`src/rtl/midi_pkg.sv`:
```
// Shared MIDI constants, slot/state types and slot-code decoding for the note event encoder.
package midi_pkg;

   localparam logic [7:0] STATUS_NOTE_ON  = 8'h90;
   localparam logic [7:0] STATUS_NOTE_OFF = 8'h80;
   localparam logic [7:0] EMPTY_SLOT      = 8'h00;

   typedef logic [7:0] slot_t;

   typedef enum logic [2:0] {
      ENC_IDLE,
      ENC_SCAN_OFF,
      ENC_WAIT_OFF,
      ENC_SCAN_ON,
      ENC_WAIT_ON,
      ENC_COMMIT
   } enc_state_t;

   typedef enum logic [1:0] {
      SEND_IDLE,
      SEND_STATUS,
      SEND_NOTE,
      SEND_VEL
   } send_state_t;

   // {valid, note}: slot code is {note_value, octave}, midi = 12*octave + note_value.
   function automatic logic [7:0] slot_to_midi(input slot_t s);
      logic [7:0] m;
      m = 8'(s[3:0]) * 8'd12 + 8'(s[7:4]);
      slot_to_midi = {(s != EMPTY_SLOT) && (s[7:4] <= 4'd11) && (m <= 8'd127), m[6:0]};
   endfunction

endpackage

```
`src/rtl/midi_msg_serializer.sv`:
```
// Sends one latched 3-byte MIDI message over a byte valid/ready link; done marks the last accept.
module midi_msg_serializer
   import midi_pkg::*;
(
   input  logic        clk,
   input  logic        rst,
   input  logic        start,
   input  logic [23:0] msg,
   output logic [7:0]  data,
   output logic        valid,
   input  logic        ready,
   output logic        done
);

   send_state_t state, state_nx;
   logic [23:0] msg_r;

   always_ff @(posedge clk) begin
      if (!rst) begin
         state <= SEND_IDLE;
         msg_r <= '0;
      end else begin
         state <= state_nx;
         if (start && state == SEND_IDLE) msg_r <= msg;
      end
   end

   always_comb begin
      state_nx = state;
      done     = 1'b0;
      case (state)
         SEND_IDLE:   if (start) state_nx = SEND_STATUS;
         SEND_STATUS: if (ready) state_nx = SEND_NOTE;
         SEND_NOTE:   if (ready) state_nx = SEND_VEL;
         SEND_VEL: if (ready) begin
            state_nx = SEND_IDLE;
            done     = 1'b1;
         end
         default:     state_nx = SEND_IDLE;
      endcase
   end

   assign valid = (state != SEND_IDLE);

   always_comb begin
      data = 8'h00;
      case (state)
         SEND_STATUS: data = msg_r[23:16];
         SEND_NOTE:   data = msg_r[15:8];
         SEND_VEL:    data = msg_r[7:0];
         default:     data = 8'h00;
      endcase
   end

endmodule

```
`src/rtl/note_event_encoder.sv`:
```
// Diffs each voice-slot snapshot against the committed set and streams Note-Off then Note-On
// messages for the differences, one slot examined per cycle.
module note_event_encoder
   import midi_pkg::*;
#(
   parameter int         NUM_VOICES = 5,
   parameter logic [3:0] CHANNEL    = 4'd0,
   parameter logic [7:0] VELOCITY   = 8'd64
) (
   input  logic                           clk_in,
   input  logic                           rst_in,
   input  logic [NUM_VOICES-1:0][7:0]     notes_in,
   input  logic                           notes_valid_in,
   input  logic                           all_off_in,
   output logic [7:0]                     byte_out,
   output logic                           byte_valid_out,
   input  logic                           byte_ready_in,
   output logic                           busy_out,
   output logic                           dropped_out
);

   localparam int IW = (NUM_VOICES > 1) ? $clog2(NUM_VOICES) : 1;

   enc_state_t state, state_nx;
   logic [IW-1:0] idx, idx_nx;
   logic [NUM_VOICES-1:0][7:0] work, committed, pend, snap, scan_set, ref_set;
   logic pend_full, dropped, strobe, cap_direct, off_phase, last, hit, present, start, done;
   slot_t cur;
   logic [7:0] cm, status, data2;
   logic [23:0] msg;

   assign strobe = notes_valid_in | all_off_in;
   assign snap   = all_off_in ? '0 : notes_in;
   // A strobe in COMMIT with nothing pending is taken straight into the work register.
   assign cap_direct = strobe && (state == ENC_IDLE || (state == ENC_COMMIT && !pend_full));
   assign off_phase  = (state == ENC_SCAN_OFF) || (state == ENC_WAIT_OFF);
   assign last       = (idx == IW'(NUM_VOICES - 1));

   always_comb begin
      scan_set = off_phase ? committed : work;
      ref_set  = off_phase ? work : committed;
      cur      = scan_set[idx];
      cm       = slot_to_midi(cur);
      present  = 1'b0;
      for (int k = 0; k < NUM_VOICES; k++) begin
         if (ref_set[k] == cur) present = 1'b1;
         if (k < int'(idx) && scan_set[k] == cur) present = 1'b1;
      end
      hit    = cm[7] && !present;
      status = (off_phase ? STATUS_NOTE_OFF : STATUS_NOTE_ON) | {4'h0, CHANNEL};
      data2  = off_phase ? 8'h00 : VELOCITY;
      msg    = {status, 1'b0, cm[6:0], data2};
   end

   always_comb begin
      state_nx = state;
      idx_nx   = idx;
      start    = 1'b0;
      case (state)
         ENC_IDLE: if (strobe) begin
            state_nx = ENC_SCAN_OFF;
            idx_nx   = '0;
         end
         ENC_SCAN_OFF, ENC_WAIT_OFF: begin
            if (state == ENC_SCAN_OFF && hit) begin
               start    = 1'b1;
               state_nx = ENC_WAIT_OFF;
            end else if (state == ENC_SCAN_OFF || done) begin
               state_nx = last ? ENC_SCAN_ON : ENC_SCAN_OFF;
               idx_nx   = last ? '0 : idx + 1'b1;
            end
         end
         ENC_SCAN_ON, ENC_WAIT_ON: begin
            if (state == ENC_SCAN_ON && hit) begin
               start    = 1'b1;
               state_nx = ENC_WAIT_ON;
            end else if (state == ENC_SCAN_ON || done) begin
               state_nx = last ? ENC_COMMIT : ENC_SCAN_ON;
               idx_nx   = last ? '0 : idx + 1'b1;
            end
         end
         ENC_COMMIT: begin
            state_nx = (pend_full || strobe) ? ENC_SCAN_OFF : ENC_IDLE;
            idx_nx   = '0;
         end
         default: state_nx = ENC_IDLE;
      endcase
   end

   always_ff @(posedge clk_in) begin
      if (!rst_in) begin
         state     <= ENC_IDLE;
         idx       <= '0;
         work      <= '0;
         committed <= '0;
         pend      <= '0;
         pend_full <= 1'b0;
         dropped   <= 1'b0;
      end else begin
         state   <= state_nx;
         idx     <= idx_nx;
         dropped <= 1'b0;
         if (state == ENC_COMMIT) committed <= work;
         if (cap_direct) work <= snap;
         else if (state == ENC_COMMIT && pend_full) work <= pend;
         if (strobe && !cap_direct) begin
            pend      <= snap;
            pend_full <= 1'b1;
            // In COMMIT the old pending snapshot moves to work, so it is not lost.
            dropped   <= pend_full && (state != ENC_COMMIT);
         end else if (state == ENC_COMMIT) begin
            pend_full <= 1'b0;
         end
      end
   end

   midi_msg_serializer u_ser (
      .clk   (clk_in),
      .rst   (rst_in),
      .start (start),
      .msg   (msg),
      .data  (byte_out),
      .valid (byte_valid_out),
      .ready (byte_ready_in),
      .done  (done)
   );

   assign busy_out    = (state != ENC_IDLE);
   assign dropped_out = dropped;

endmodule

```
`config.mk`:
```
export PLATFORM = sky130hd
export DESIGN_NAME = note_event_encoder
export DESIGN_NICKNAME = d
export VERILOG_FILES = /design/src/rtl/midi_pkg.sv /design/src/rtl/midi_msg_serializer.sv /design/src/rtl/note_event_encoder.sv
export SDC_FILE = /design/constraint.sdc
export NUM_CORES = 1
export LEC_CHECK = 0
export ABC_AREA = 1
export BUFFER_PORTS_ARGS = -buffer_cell sky130_fd_sc_hd__buf_4
export CAP_MARGIN = 20
export CORE_MARGIN = 5
export CORE_UTILIZATION = 65
export CTS_CLUSTER_SIZE = 30
export DETAILED_ROUTE_END_ITERATION = 10
export PLACE_DENSITY_LB_ADDON = 0.08
export SYNTH_ARGS = -nofsm -noshare
export SYNTH_HDL_FRONTEND = slang
export SYNTH_SLANG_ARGS = --single-unit
```
`constraint.sdc`:
```
create_clock -name clk_in -period 5.2 [get_ports clk_in]
set_input_delay 0.78 -clock clk_in [delete_from_list [all_inputs] [get_ports clk_in]]
set_output_delay 0.78 -clock clk_in [all_outputs]
set_load 0.01 [all_outputs]
```
==> Word-level counts from Yosys, hierarchy flattened <==
Cells that the tools add are included.
{ "op_classes": {"order_cmp": 8, "n_bitwise": 1, "mux": 48, "reduce_logical": 38, "eq_ne": 31, "add_sub_neg": 2, "n_mul": 1} }
{ "ops": {"columns": ["operator", "n"], "rows": [
  ["40-bit two-way mux", 5],
  ["8-bit == test", 10],
  ["3-bit two-way mux", 12],
  ["8-bit binary-select mux with 3-bit select", 1],
  ["3-bit one-hot mux with 4 select lines", 2],
  ["8-bit one-hot mux with 3 select lines", 1],
  ["1-bit two-way mux", 17],
  ["1-bit logical AND", 16],
  ["2-bit != test, second input constant", 8],
  ["2-bit two-way mux", 5],
  ["3-bit == test, second input constant", 3],
  ["3-bit != test, second input constant", 3],
  ["8-bit by 4-bit adder with 8-bit output", 1],
  ["8-bit by 7-bit less-or-equal comparator with 1-bit output, second input constant", 1],
  ["8-bit two-way mux", 1],
  ["2-bit one-hot mux with 4 select lines", 1],
  ["8-bit nonzero test", 1],
  ["7-bit two-way mux", 1],
  ["3-bit by 2-bit == test with 1-bit output, second input constant", 2],
  ["1-bit by 3-bit less-than comparator with 1-bit output, first input constant", 2],
  ["2-bit by 3-bit less-than comparator with 1-bit output, first input constant", 2],
  ["4-bit by 2-bit multiplier with 6-bit output, second input constant", 1],
  ["6-bit AND reduction", 1],
  ["2-bit nonzero test", 3],
  ["other kinds (21)", 29]
]} }
{ "word_totals": {"regBits": 153, "output_inout_bits": 11, "elab_cells": 150, "in_bits": 45} }

==> Depth between registers and ports, before layout <==
{ "logic_depth": {"ltp_word": 23, "ltp_mapped": 30, "ltp_nobuf": 27} }

==> By module <==
Synthesis repeated with hierarchy kept, for this count alone.
{ "hier_totals": {"cells_unflattened": 1626, "area_unflattened_um2": 10109.7} }
{ "modules_own_cells": {"columns": ["mod", "cells_each", "n_inst", "area_per_inst_um2", "seq_area_each_um2"], "rows": [
  ["note_event_encoder", 1440, 1, 8883.5, 2562.5],
  ["midi_msg_serializer", 186, 1, 1226.2, 520.5]
]} }

==> Least setup slack after synthesis <==
OpenSTA, ideal clock, no wires.
{ "synth_path": {"path_type": "flip-flop to flip-flop", "from": "reg state[2]", "to": "reg u_ser.msg_r[20]", "arrival_time_ns": 3.272, "path_buffers": 5, "setup_ns": 0.066, "setup_slack_ns": 1.862, "path_stages_with_launch": 26, "required_ns": 5.134, "period_less_slack_ns": 3.338, "cell_sequence": "dfxtp_1 > buf_2 > inv_2 > nand3_2 > buf_6 > buf_6 > nand2_1 > nand3_1 > nand3_2 > nand2_2 > buf_4 > inv_1 > ha_1 > ha_1 > nand2_1 > inv_1 > o21ai_0 > nor2_1 > nand3_1 > nor2_1 > nor2_2 > nand3b_4 > nor2_4 > buf_6 > o21ai_1 > a21oi_2"} }
{ "synth_via": {"elab_chain_len": 22, "elab_cells_between_ends": 52, "classes_between": "add/sub: 1; mul: 1; order compare: 2; eq/ne: 14; mux: 18; reduce/logical: 16"} }
{ "synth_lines": {"columns": ["item", "line_no", "text"], "rows": [
  ["start, declared", "note_event_encoder.sv:24", "enc_state_t state, state_nx;"],
  ["start signal, assigned", "note_event_encoder.sv:100", "state <= state_nx;"],
  ["parallel branches: the longest is 22 deep, another holds 8-bit by 4-bit adder with 8-bit output", null, null],
  ["end signal, assigned", "midi_msg_serializer.sv:24", "if (start && state == SEND_IDLE) msg_r <= msg;"],
  ["end, declared", "midi_msg_serializer.sv:16", "logic [23:0] msg_r;"]
]} }
Parallel ways; which one is timed is not known. The select of a mux whose other input is x is not followed.
A chain may end at the register's enable or synchronous reset.

==> Worst setup path after layout <==
{ "layout_path": {"from": "reg state[2]", "to": "reg u_ser.msg_r[13]"} }
Same word-level chain as after synthesis.

==> results.tsv <==
metric	value	unit
ys_seq_elements	139	
worstSetupEndpointType	register	
htree_levels	4	
routed_wl	27.40	mm
worst-endpoint-arrival	4.65	ns
track_usage	32.84	%
worst_setup_path_start_kind	register	
grt_max_degree	80	
cts_buffer_depth	2	
firstDrtPassIters	7	
synth_edf_count	0	
ctsRootBufferMaster	clkbuf_16	
core_area	14370	um2
fin_util	72.09	%
routedWlPerCell	15.71	um
clk_pin_slew_worst_paths	0.06	ns
viasPerCell	5.688	
gr-total-overflow	0	
layout-drive-gt1-share	10.06	%
hp-class	register to register	
worst_pin_slew	0.9815	ns
rows	44	
netlist_instances	1546	
grt_pass1_vias	8694	
syn_area_per_cell	6.102	um2
drc_errors	0	
numCtsBuffers	17	
combPwrFrac	65.1	%
dp_hpwl	19.37	mm
swShare	53.35	%
hold_viol	0	
clk_latency	0.42	ns
postRouteAntennaNets	0	
clock.fmax	232.2	MHz
drtIter0Drc	1119	
start_util	65.66	%
io_pins	56	
crit_type	register to register	
synth_cell_types	40	
fp.dieArea	17020	um2
power_frac_clock	15.0	%
setup_violations	0	
p_int	3.635	mW
cts_tree	built	
synth_ff_type	dfxtp_1	
p_leak	5.101	nW
dp.cells	1712	
p_sw	4.157	mW
fin_cells	1744	
grt_first_pass_wirelength	44.40	mm
period_share	82.82	%
relSlewSlack	34.57	%
async_flop_share	0	%
gp_congestion	0.9885	
maxSlewViolCount	0	
cts_num_sinks	139	
ir_worst_vdd	393.1	uV
postCtsHoldBufs	0	
antenna_cells	0	
post_cts_buffers	0	
syn-num-nets	1607	
final_area	10360	um2
worst_slack	0.8933	ns
yosysSeqAreaShare	29.50	%
status	complete, no violations	
die_y	130.5	um
cts_resized	0	
fp.dieW	130.5	um
vias	9919	
pre_cts_ws	1.024	ns
rsz0062_at_grt	false	
min_period	4.307	ns
io_buffers	55	
final.fill_count	1281	
antenna_found_initial	0	
skew	0.007530	ns
p_seq_share	19.9	%
power.total	7.791	mW
syn2layout_area_growth	9.801	%
worstPathMaxFanout	47	
critPathRequiredTime	5.54	ns
yosys_warnings	0	
dpl-instance-area	9798	um2
nNetsFinal	1608	
setup-tns-final	0	ns
holdWs	0.4736	ns
syn_area	9434	um2
drv_cap	0	
power.density	752.2	nW/um2
[per-layer routing]
metal | part of all wire [%] | global-route usage, %
met2 | 44 | 50.06
met4 | 2.9 | 11.19
met3 | 8.3 | 6.179
met1 | 45 | 46.82
met5 | 0 | 0
[critical path, stage by stage, from the launching register on]
cell and delay (ns):
dfxtp_1 0.53, inv_2 0.10, nand3_4 0.24, buf_4 0.43
buf_4 0.29, nand2_1 0.10, nand3_1 0.09, nand3_2 0.20
nand3_4 0.24, inv_1 0.10, ha_1 0.34, inv_1 0.09
nor2_1 0.05, o21ai_1 0.10, nand2_1 0.08, nand2_1 0.09
nand3_1 0.09, nand2_1 0.09, nand2_1 0.06, nor2_2 0.12
nand3b_4 0.11, nor2_4 0.30, o21ai_0 0.17, a21oi_1 0.20
[cell usage after synthesis, types with 2 or more instances]
library cell,instances,area (um2)
nor2_1,87,326.6
o21ai_0,145,725.7
a21oi_1,94,470.5
nand2_2,7,43.79
nand3_1,158,790.8
or2_1,2,12.51
nor3_1,4,20.02
nor2_4,7,78.83
mux2i_1,2,20.02
clkbuf_1,58,217.7
buf_1,3,11.26
nand3_2,10,100.1
o21ai_1,7,35.03
nand3b_1,14,105.1
inv_1,202,758.2
buf_6,6,67.56
xor2_1,3,26.28
o21a_1,2,15.01
inv_2,13,48.80
nand2_1,436,1637
a21oi_2,3,26.28
buf_2,19,95.09
o211ai_1,38,285.3
nand4_1,41,256.5
dfxtp_1,139,2783
buf_4,7,52.55
nor2_2,4,25.02
xnor2_1,7,61.31
nand3_4,2,35.03
nor3_2,2,20.02
ha_1,15,187.7
[flip-flops by register name, summed over array words and instances, names as in the netlist, 2 cells and up]
signal	cells
state	3
u_ser.state	2
u_ser.msg_r	9
committed	40
pend	40
work	40
idx	3
[placed cells by master (no fill, tap or decap), types with 7 or more instances in the layout]
master,n
o21ai_1,7
o21ai_0,145
o211ai_1,38
nand2_1,436
inv_1,202
ha_1,15
inv_2,13
dfxtp_1,139
nand3_1,158
nand4_1,41
nor2_4,7
nand2_2,7
buf_4,75
nand3b_1,14
clkbuf_16,17
nand3_2,9
xnor2_1,7
nor2_1,86
a21oi_1,94
[kinds of logic (layout without fill, tap and decap cells)]
| kind of cell | after synthesis | in the layout | share of synthesized area [%] |
|---|---|---|---|
| and+or+nand+nor | 777 | 777 | 36.99 |
| buffers and inverters | 308 | 322 | 13.26 |
| AOI/OAI and AO/OA | 294 | 294 | 16.91 |
| DFF | 139 | 139 | 29.50 |
| adders and majority gates | 16 | 16 | 2.202 |
| xor gates and xnor gates | 10 | 10 | 0.9284 |
| muxes | 2 | 2 | 0.2122 |
[worst paths after layout]
kind              cells after the start  slack [ns]               to             from
setup / recovery                     23        0.89  u_ser.msg_r[13]         state[2]
hold / removal                        1        0.47  u_ser.msg_r[23]  u_ser.msg_r[23]
setup reg to reg                     23        0.89  u_ser.msg_r[13]         state[2]
hold reg to reg                       1        0.47  u_ser.msg_r[23]  u_ser.msg_r[23]
[power groups by stage]
stage	Combinational (mW)	Clock [mW]	Sequential [mW]
after floorplan	3.93	0	1.49
after global placement	4.85	0	1.56
after detailed placement	4.94	0	1.56
final	5.07	1.17	1.55
after global routing	5.69	1.23	1.58
after CTS	4.98	1.17	1.55
[layout make-up]
cell class | instances | area [um2] | area share (%)
Sequential cell | 139 | 2783 | 26.86
Multi-Input combinational cell | 1099 | 5415 | 52.28
Inverter | 215 | 807.0 | 7.791
Clock buffer | 20 | 446.7 | 4.312
Tap cell | 184 | 230.2 | 2.222
Timing Repair Buffer | 75 | 563.0 | 5.435
Clock inverter | 12 | 113.9 | 1.099
Power figures use the tool's default switching activity.
